--- config.mk ---
export PLATFORM = sky130hd
export DESIGN_NAME = lif_spike_scheduler
export DESIGN_NICKNAME = d
export VERILOG_FILES = /design/src/rtl/lif_spike_scheduler.sv
export SDC_FILE = /design/constraint.sdc
export NUM_CORES = 1
export LEC_CHECK = 0
export CORE_ASPECT_RATIO = 0.9
export CORE_MARGIN = 5
export CORE_UTILIZATION = 61
export DETAILED_ROUTE_END_ITERATION = 10
export PLACE_DENSITY_LB_ADDON = 0.1
export SLEW_MARGIN = 25
export SYNTH_ARGS = -nofsm -noshare
export SYNTH_HDL_FRONTEND = slang
export SYNTH_SLANG_ARGS = --single-unit
--- constraint.sdc ---
create_clock -name clk -period 6.8 [get_ports clk]
set_clock_uncertainty 0.2 [all_clocks]
set_input_delay 2.04 -clock clk [delete_from_list [all_inputs] [get_ports clk]]
set_output_delay 2.04 -clock clk [all_outputs]
set_load 0.05 [all_outputs]
--- src/rtl/lif_spike_scheduler.sv ---
// Event scheduler feeding the LIF neuron: buffers input spike events, applies per-synapse weights,
// injects recurrent spikes and sequences timesteps. Optional LIF_SCHED_EVCNT_EN adds o_ev_cnt/o_drop.
module lif_spike_scheduler #(
  parameter int unsigned N_SYN      = 16,
  parameter int unsigned FIFO_DEPTH = 4,
  parameter int unsigned W_WIDTH    = 3,
  parameter int unsigned ST_WIDTH   = 4,
  parameter int unsigned TH_WIDTH   = 6
) (
  input  logic                      clk,
  input  logic                      rst,
  input  logic                      cfg_w_we,
  input  logic [$clog2(N_SYN)-1:0]  cfg_w_addr,
  input  logic [W_WIDTH-1:0]        cfg_w_data,
  input  logic [W_WIDTH-1:0]        cfg_rec_w,
  input  logic [TH_WIDTH-1:0]       cfg_thres,
  input  logic                      cfg_thres_we,
  input  logic                      step_start,
  input  logic                      ev_valid,
  input  logic [$clog2(N_SYN)-1:0]  ev_addr,
  input  logic                      ev_last,
  output logic                      ev_ready,
  input  logic                      i_spike,
  output logic [W_WIDTH-1:0]        o_wspike,
  output logic                      o_svalid,
  output logic [ST_WIDTH-1:0]       o_State,
  output logic                      o_recc,
  output logic [TH_WIDTH-1:0]       o_Thres,
  output logic                      o_Thres_valid,
  output logic                      step_done
`ifdef LIF_SCHED_EVCNT_EN
  ,
  output logic [7:0]                o_ev_cnt,
  output logic                      o_drop
`endif
);

  localparam int unsigned AW = $clog2(N_SYN);
  localparam int unsigned PW = $clog2(FIFO_DEPTH);
  localparam int unsigned CW = PW + 1;

  typedef enum logic [2:0] {S_IDLE, S_RECUR, S_ISSUE, S_WAIT, S_DONE} state_t;

  state_t               state;
  logic [W_WIDTH-1:0]   weight_q [N_SYN];
  logic [AW-1:0]        fifo_q   [FIFO_DEPTH];
  logic [PW-1:0]        rd_ptr;
  logic [PW-1:0]        wr_ptr;
  logic [CW-1:0]        count;
  logic                 last_seen;
  logic                 spk_q;
  logic [W_WIDTH-1:0]   rec_w;
  logic                 thres_pend;
  logic [TH_WIDTH-1:0]  thres_val;
  logic                 start_def;

  logic                 full;
  logic                 empty;
  logic                 push;
  logic                 pop;
  logic                 thres_req;
  logic                 start_req;
  logic [W_WIDTH-1:0]   head_w;

  // Head weight is read from the current registers, so a same-cycle write issues the old value
  assign full      = (count == CW'(FIFO_DEPTH));
  assign empty     = (count == '0);
  assign ev_ready  = (state == S_ISSUE) && !full;
  assign push      = ev_valid && ev_ready;
  assign pop       = (state == S_ISSUE) && !empty;
  assign thres_req = thres_pend || cfg_thres_we;
  assign start_req = step_start || start_def;
  assign head_w    = weight_q[fifo_q[rd_ptr]];

`ifdef LIF_SCHED_EVCNT_EN
  logic [7:0] ev_cnt_inc;
  assign ev_cnt_inc = (o_ev_cnt == 8'hFF) ? o_ev_cnt : o_ev_cnt + 8'd1;
`endif

  always_ff @(posedge clk) begin
    if (rst) begin
      state         <= S_IDLE;
      for (int i = 0; i < int'(N_SYN); i++) weight_q[i] <= '0;
      for (int i = 0; i < int'(FIFO_DEPTH); i++) fifo_q[i] <= '0;
      rd_ptr        <= '0;
      wr_ptr        <= '0;
      count         <= '0;
      last_seen     <= 1'b0;
      spk_q         <= 1'b0;
      rec_w         <= '0;
      thres_pend    <= 1'b0;
      thres_val     <= '0;
      start_def     <= 1'b0;
      o_wspike      <= '0;
      o_svalid      <= 1'b0;
      o_State       <= '0;
      o_recc        <= 1'b0;
      o_Thres       <= '0;
      o_Thres_valid <= 1'b0;
      step_done     <= 1'b0;
`ifdef LIF_SCHED_EVCNT_EN
      o_ev_cnt      <= '0;
      o_drop        <= 1'b0;
`endif
    end else begin
      o_svalid      <= 1'b0;
      o_recc        <= 1'b0;
      o_Thres_valid <= 1'b0;
      step_done     <= 1'b0;

      if (cfg_w_we) weight_q[cfg_w_addr] <= cfg_w_data;
      if (cfg_thres_we) begin
        thres_pend <= 1'b1;
        thres_val  <= cfg_thres;
      end
      // Remember a neuron spike so the next step can start with a recurrent issue
      if (i_spike && (state == S_RECUR || state == S_ISSUE || state == S_WAIT)) spk_q <= 1'b1;

      case (state)
        S_IDLE: begin
          if (thres_req) begin
            o_Thres       <= cfg_thres_we ? cfg_thres : thres_val;
            o_Thres_valid <= 1'b1;
            thres_pend    <= 1'b0;
            if (step_start) start_def <= 1'b1;
          end else if (start_req) begin
            start_def <= 1'b0;
            o_State   <= o_State + ST_WIDTH'(1);
            rec_w     <= cfg_rec_w;
            spk_q     <= 1'b0;
            last_seen <= 1'b0;
`ifdef LIF_SCHED_EVCNT_EN
            o_ev_cnt  <= '0;
`endif
            state     <= spk_q ? S_RECUR : S_ISSUE;
          end
        end
        S_RECUR: begin
          o_svalid <= 1'b1;
          o_recc   <= 1'b1;
          o_wspike <= rec_w;
`ifdef LIF_SCHED_EVCNT_EN
          o_ev_cnt <= ev_cnt_inc;
`endif
          state    <= S_ISSUE;
        end
        S_ISSUE: begin
          if (push) begin
            fifo_q[wr_ptr] <= ev_addr;
            wr_ptr         <= wr_ptr + PW'(1);
            if (ev_last) last_seen <= 1'b1;
          end
          if (pop) begin
            o_svalid <= 1'b1;
            o_wspike <= head_w;
            rd_ptr   <= rd_ptr + PW'(1);
`ifdef LIF_SCHED_EVCNT_EN
            o_ev_cnt <= ev_cnt_inc;
`endif
          end
          count <= count + CW'(push) - CW'(pop);
`ifdef LIF_SCHED_EVCNT_EN
          if (ev_valid && !ev_ready) o_drop <= 1'b1;
`endif
          if (last_seen && empty && !push) state <= S_WAIT;
        end
        S_WAIT: begin
          step_done <= 1'b1;
          state     <= S_DONE;
        end
        S_DONE: state <= S_IDLE;
        default: state <= S_IDLE;
      endcase
    end
  end

endmodule

==> metrics.txt, run 1 <==
Post-CTS Resized 0; register area share after synthesis 0.572; clock root cell clkbuf_8; Min Hold Slack about 0.30 ns; HP Start o_Thres[0]$_SDFFE_PP0P_; Worst VDD drop about 0.16 mV; clock share of power 0.271; Reg power frac 0.533; Routed Antenna Nets 0; reg-to-reg startpoint state[1]$_SDFFE_PP0P_; Mapped Area 4830 um2; Pleak 2.02 nW; CP required between 4 and 5 ns; syn nets 452; Die Height about 94 um; vias per cell ~5.6; first-pass GRT wire length approximately 15,000 um; status finished clean; drt wl/cell 16.3 um; critical path class reg -> out; top cells by area, synth edfxtp_1 40%, dfxtp_1 17%, mux2i_1 7.3%; Netlist cell types 45; GRT overflow 0; clock buffer depth 2; Async SR Flop Fraction 0; initial cell density of the core 0.634; Post-synth top cells 64 x edfxtp_1, 54 x nor2_1, 52 x and2_1, 42 x dfxtp_1, 35 x mux2i_1; number of CTS-inserted buffers 9; f_max roughly 220 MHz; Int Pwr between 0.001 and 0.0015 W; Final setup viols 0; buffers and inverters on the worst path 1; top_reg_cell synth edfxtp_1; Worst Hold Class reg -> reg; delay-heaviest family, CP buffers and inverters; Clock Pin Slew Worst Setup and Hold Paths about 0.1 ns; gpl congestion 0.782; count of final max-slew check failures 0; Slew HR 0.484; CTS tree done; GRT Util Overall 0.191; pwr dens around 260 nW/um2; # hold bufs at CTS 0; critical path endpoint category primary output; Psw 0.000413 W; Core Region ~7600 um2; Yosys top cell by area edfxtp_1; number of H-tree levels 3; Die Wd 104 um; Clk Latency, worst-skew pair approximately 0.37 ns; via count 3,097; I/O pins between 40 and 50; Fin Setup TNS 0 ns; Mapped Cells 420; # nets final ~490; Final HPWL DP roughly 6600 um; Core Rows 30; synth-to-layout area growth 13.7%; Net Sw Frac 0.289; startpoint type of the worst setup path register; # DRC 0; Mapped Avg Cell Area 11.5 um2; Post-CTS Setup Inserts 0; diode count 0; drt pass-1 iters 6; Final Hold Viols 0; post-layout power about 0.0014 W; CP Data Arrival Time 2.35 ns; Worst Setup SP state[1]$_SDFFE_PP0P_; fin crit share 0.676; Yosys reg bits ~110; most common cell in the synthesized netlist edfxtp_1; antenna violations before repair 0; die area ~9800 um2; clk sink count ~110; reg-to-reg setup timing slack around 3.6 ns; largest net degree at the start of global routing between 60 and 70; logic gate share of total power 0.197; Slowest-stage cell, CP clkdlybuf4s50_1; critical path fanouts, max 12; Routed WL 9110 um; layout cells sized above 1 0.0931; I/O Buffers 45; Post-synth EDFFs 64; DRT iter0 DRCs ~140; unrepaired setup endpoints after global routing no; CP Cell Sequence nor3b_2 -> o31a_1 -> clkdlybuf4s50_1; Max stage delay on crit path about 0.8 ns; vias in the first global route ~2.9k; Synth top area share 0.398; Worst-Margin Slew ~0.77 ns; min Tclk post-route about 4.6 ns; Ys Warns 0; Max-cap violations 0
==> power groups by stage <==
stage,sequential (W),clock (W),combinational [W]
detailed placement,0.000775,0,0.000280
finish,0.000760,0.000386,0.000281
global placement,0.000772,0,0.000273
global route,0.000766,0.000422,0.000304
CTS,0.000760,0.000395,0.000281
floorplan,0.000806,0,0.000166
==> metrics by stage <==
stage	instances	worst slack, ns	area (um2)	utilization
4_1_cts	558	2.20	5490	0.721
6_report	558	2.21	5490	0.721
2_1_floorplan	420	2.89	4830	-
3_3_place_gp	542	2.33	5290	0.695
5_1_grt	558	2.09	5490	0.721
3_5_place_dp	542	2.19	5290	0.695
==> logic make-up after synthesis <==
kind of cell,synth area share
flops,0.572
xor+xnor,0.0163
mux,0.0935
compound gates,0.0689
simple gates,0.206
buf+inv,0.0313
fa+ha+maj,0.0119
==> flip-flops by register name, indices dropped and copies added, names as in the netlist, 2 cells and up, named ones only <==
| register | cells |
|---|---|
| count | 3 |
| fifo_q | 16 |
| o_State | 4 |
| o_Thres | 6 |
| o_wspike | 3 |
| rd_ptr | 2 |
| rec_w | 3 |
| state | 3 |
| thres_val | 6 |
| weight_q | 48 |
| wr_ptr | 2 |
==> cell type report <==
type                    count  area (um2)
fillers                   540        2130
multi-input cells         284        1920
flip-flops and latches    106        2760
clock inverters             7        73.8
well taps                  96         120
clock buffers               9         124
repair buffers             47         460
inverters                   9        33.8
==> metal layers <==
layer  track usage  up-vias  routed length, um
li1              -     1558                  -
met1         0.264     1459               4350
met4        0.0550        0                 93
met3        0.0519       10                481
met2         0.299       70               4190
met5             0        -                  0
==> cells in the final DEF (no fill, tap or decap), types with 10 or more instances in the layout <==
cell             instances
a21oi_1                 10
a22oi_1                 12
and2_1                  52
clkdlybuf4s50_1         44
dfxtp_1                 42
edfxtp_1                64
mux2i_1                 35
nand2_1                 17
nor2_1                  54
nor3_1                  10
or2_2                   17
==> tightest hold or removal path, delay by kind of cell (launching register included) <==
kind / cells / cell delay, ns
AO/OA/AOI/OAI: 1 / 0.05
AND/OR/NAND/NOR: 1 / 0.09
flip-flops: 1 / 0.32
==> final timing paths <==
path / end / depth (start not counted)
hold / removal: o_Thres[0]$_SDFFE_PP0P_ / 2
setup / recovery: ev_ready / 3
setup reg to reg: count[2]$_SDFFE_PP0N_ / 12
hold reg to reg: o_Thres[0]$_SDFFE_PP0P_ / 2
Note: power is estimated with default switching activity, not from simulation.
==> run 2, diff against run 1 <==
--- a/config.mk
+++ b/config.mk
@@ -7,7 +7,7 @@
 export LEC_CHECK = 0
 export CORE_ASPECT_RATIO = 0.9
 export CORE_MARGIN = 5
-export CORE_UTILIZATION = 61
+export CORE_UTILIZATION = 51
 export DETAILED_ROUTE_END_ITERATION = 10
 export PLACE_DENSITY_LB_ADDON = 0.1
 export SLEW_MARGIN = 25
==> constraint.sdc (replaced) <==
create_clock -name clk -period 3.9 [get_ports clk]
set_clock_uncertainty 0.2 [all_clocks]
set_input_delay 1.17 -clock clk [delete_from_list [all_inputs] [get_ports clk]]
set_output_delay 1.17 -clock clk [all_outputs]
set_load 0.05 [all_outputs]
==> run 2 against run 1 <==
Effect of this change:
- hold slack lost 0.0040 ns
- combinational power grew 75%
- global-route usage down 2.6 points
- clock power rose by 69%
- first-iteration DRC count grew 39%
- flip-flop and latch count stayed put
- sequential share of layout area decreased by 0.47 points
- cell count up 5.2%
- critical path depth increased by 1
- worst setup slack got worse by 1.9 ns
- clock-buffer cell count grew 1
- cell area increased by 0.93%
- critical path type unchanged
- highest routed layer unchanged
==> metrics.txt, run 2 (synthesis gave the netlist of run 1 again) <==
Core Rows 33 (+10%); f_max about 280 MHz; Final Hold Viols 0 (unchanged); fin crit share 0.925; Int Pwr 0.00175 W (+72%); I/O Buffers 45 (unchanged); largest net degree at the start of global routing 42 (-39%); min Tclk post-route approximately 3.6 ns; status finished clean; Routed Antenna Nets 0 (unchanged); biggest regs weight_q: 48 flops, fifo_q: 16 flops; Min Hold Slack 0.297 ns (-0.00400 ns); Reg power frac 0.536 (+0.003); number of H-tree levels 3 (unchanged); clock buffer depth 2 (unchanged); clk sink count 106 (unchanged); Clk Latency, worst-skew pair 0.37 ns (about the same); Slew HR 0.523 (+0.0397); Max-cap violations 0 (unchanged); critical path class reg -> out; Pleak 2.04 nW (+1.0%); Net Sw Frac 0.292 (+0.00277); Final setup viols 0 (unchanged); Worst VDD drop 0.221 mV (+39%); commonest cells after routing, fill and taps aside 64 x edfxtp_1, 54 x nor2_1, 52 x and2_1, 44 x clkdlybuf4s50_1, 42 x dfxtp_1; post-layout power 0.00247 W (+73%); CTS tree done; fillcell total 798 (+48%); CP Data Arrival Time 2.24 ns (-0.11 ns); DRT iter0 DRCs 189 (+39%); most common cell after layout, fill and taps aside edfxtp_1; Die Height 102 um (+8.4%); unrepaired setup endpoints after global routing no; Post-Place Cells 571 (+5.4%); gpl congestion 0.786 (+0.51%); Clock Pin Slew Worst Setup and Hold Paths 0.10 ns (about the same); first-pass GRT wire length 14,700 um (-0.47%); # DRC 0 (unchanged); CP required 2.53 ns (-2.03 ns); vias in the first global route 2,931 (+0.93%); clock root cell clkbuf_8; final cell count without fillers 587 (+5.2%); vias per cell 5.26 (-5.3%); via count 3,086 (-0.36%); drt pass-1 iters 4 (-2); GRT overflow 0 (unchanged); startpoint type of the worst setup path register; max reg flops 48 (unchanged); critical path fanouts, max 12 (unchanged); largest register by flop count weight_q; clock share of power 0.265 (-0.006); antenna violations before repair 0 (unchanged); Post-CTS Setup Inserts 0 (unchanged); Core Region 9170 um2 (+20%); Worst-Margin Slew 0.715 ns (-0.0579 ns); Routed WL 9070 um (-0.43%); Final HPWL DP 6570 um (-0.22%); Multi-input gate area 1920 um2 (unchanged); die area 11,500 um2 (+18%); # nets final 492 (+0.61%); diode count 0 (unchanged); critical path endpoint category primary output; Register Area 2760 um2 (unchanged); Die Wd 113 um (+8.5%); R2R cell count 13 (+1); pwr dens 446 nW/um2 (+72%); layout cells sized above 1 0.0989 (+0.00585); initial cell density of the core 0.527 (-0.107); Util after Layout 0.605 (-0.116); Psw 0.000721 W (+75%); synth-to-layout area growth 14.7%; count of final max-slew check failures 0 (unchanged); GRT Util Overall 0.165 (-0.0256); # hold bufs at CTS 0 (unchanged); I/O pins 46 (unchanged); number of CTS-inserted buffers 9 (unchanged); hold path depth 2 (unchanged); logic gate share of total power 0.200 (+0.003); Post-CTS Resized 0 (unchanged); drt wl/cell 15.4 um (-5.3%); Fin Setup TNS 0 ns (unchanged); Worst Hold Class reg -> reg
## run 2: critical path, stage by stage (launching register included)
cell,delay (ns)
dfxtp_1,0.54
nor3b_2,0.23
buf_4,0.17
o31a_1,0.14
clkdlybuf4s50_1,0.80
## run 2: cell type report
| type | instances | area share |
|---|---|---|
| Timing Repair Buffer | 50 | 0.0872 |
| Tap cell | 122 | 0.0275 |
| Multi-Input combinational cell | 284 | 0.346 |
| Inverter | 9 | 0.00610 |
| Sequential cell | 106 | 0.499 |
| Clock inverter | 6 | 0.00813 |
| Clock buffer | 10 | 0.0269 |
## run 2: layer usage
layer  part of all wire  vias to the layer above  GRT usage
li1                   -                     1563          -
met1               0.47                     1456      0.220
met2               0.46                       61      0.263
met3              0.058                        6     0.0545
met4             0.0092                        0     0.0444
met5                  0                        -          0
## run 2: per-stage QoR
stage	cell area, um2	setup slack [ns]
after global placement	5350	0.392
final	5540	0.291
after detailed placement	5350	0.347
after global routing	5540	0.178
after CTS	5540	0.265
after floorplan	4830	0.857
## run 2: worst paths after layout
path,startpoint,end,slack [ns]
worst min-delay path,rec_w[0]$_SDFFE_PP0P_,rec_w[0]$_SDFFE_PP0P_,0.30
worst min register to register,rec_w[0]$_SDFFE_PP0P_,rec_w[0]$_SDFFE_PP0P_,0.30
worst max-delay path,state[1]$_SDFFE_PP0P_,ev_ready,0.29
worst max register to register,state[1]$_SDFFE_PP0P_,count[2]$_SDFFE_PP0N_,1.06
## run 2: power by group through the flow
stage / combinational [W] / sequential [W] / clock, W
after global placement: 0.000486 / 0.00135 / 0
after global routing: 0.000540 / 0.00133 / 0.000721
after floorplan: 0.000289 / 0.00141 / 0
after detailed placement: 0.000495 / 0.00135 / 0
after CTS: 0.000497 / 0.00132 / 0.000669
final: 0.000493 / 0.00132 / 0.000654
==> run 3, diff against run 2 <==
--- a/config.mk
+++ b/config.mk
@@ -5,6 +5,7 @@
 export SDC_FILE = /design/constraint.sdc
 export NUM_CORES = 1
 export LEC_CHECK = 0
+export CAP_MARGIN = 5
 export CORE_ASPECT_RATIO = 0.9
 export CORE_MARGIN = 5
 export CORE_UTILIZATION = 51
==> results of run 3 <==
Same layout as run 2: the final DEF is identical, and so are final timing and power.
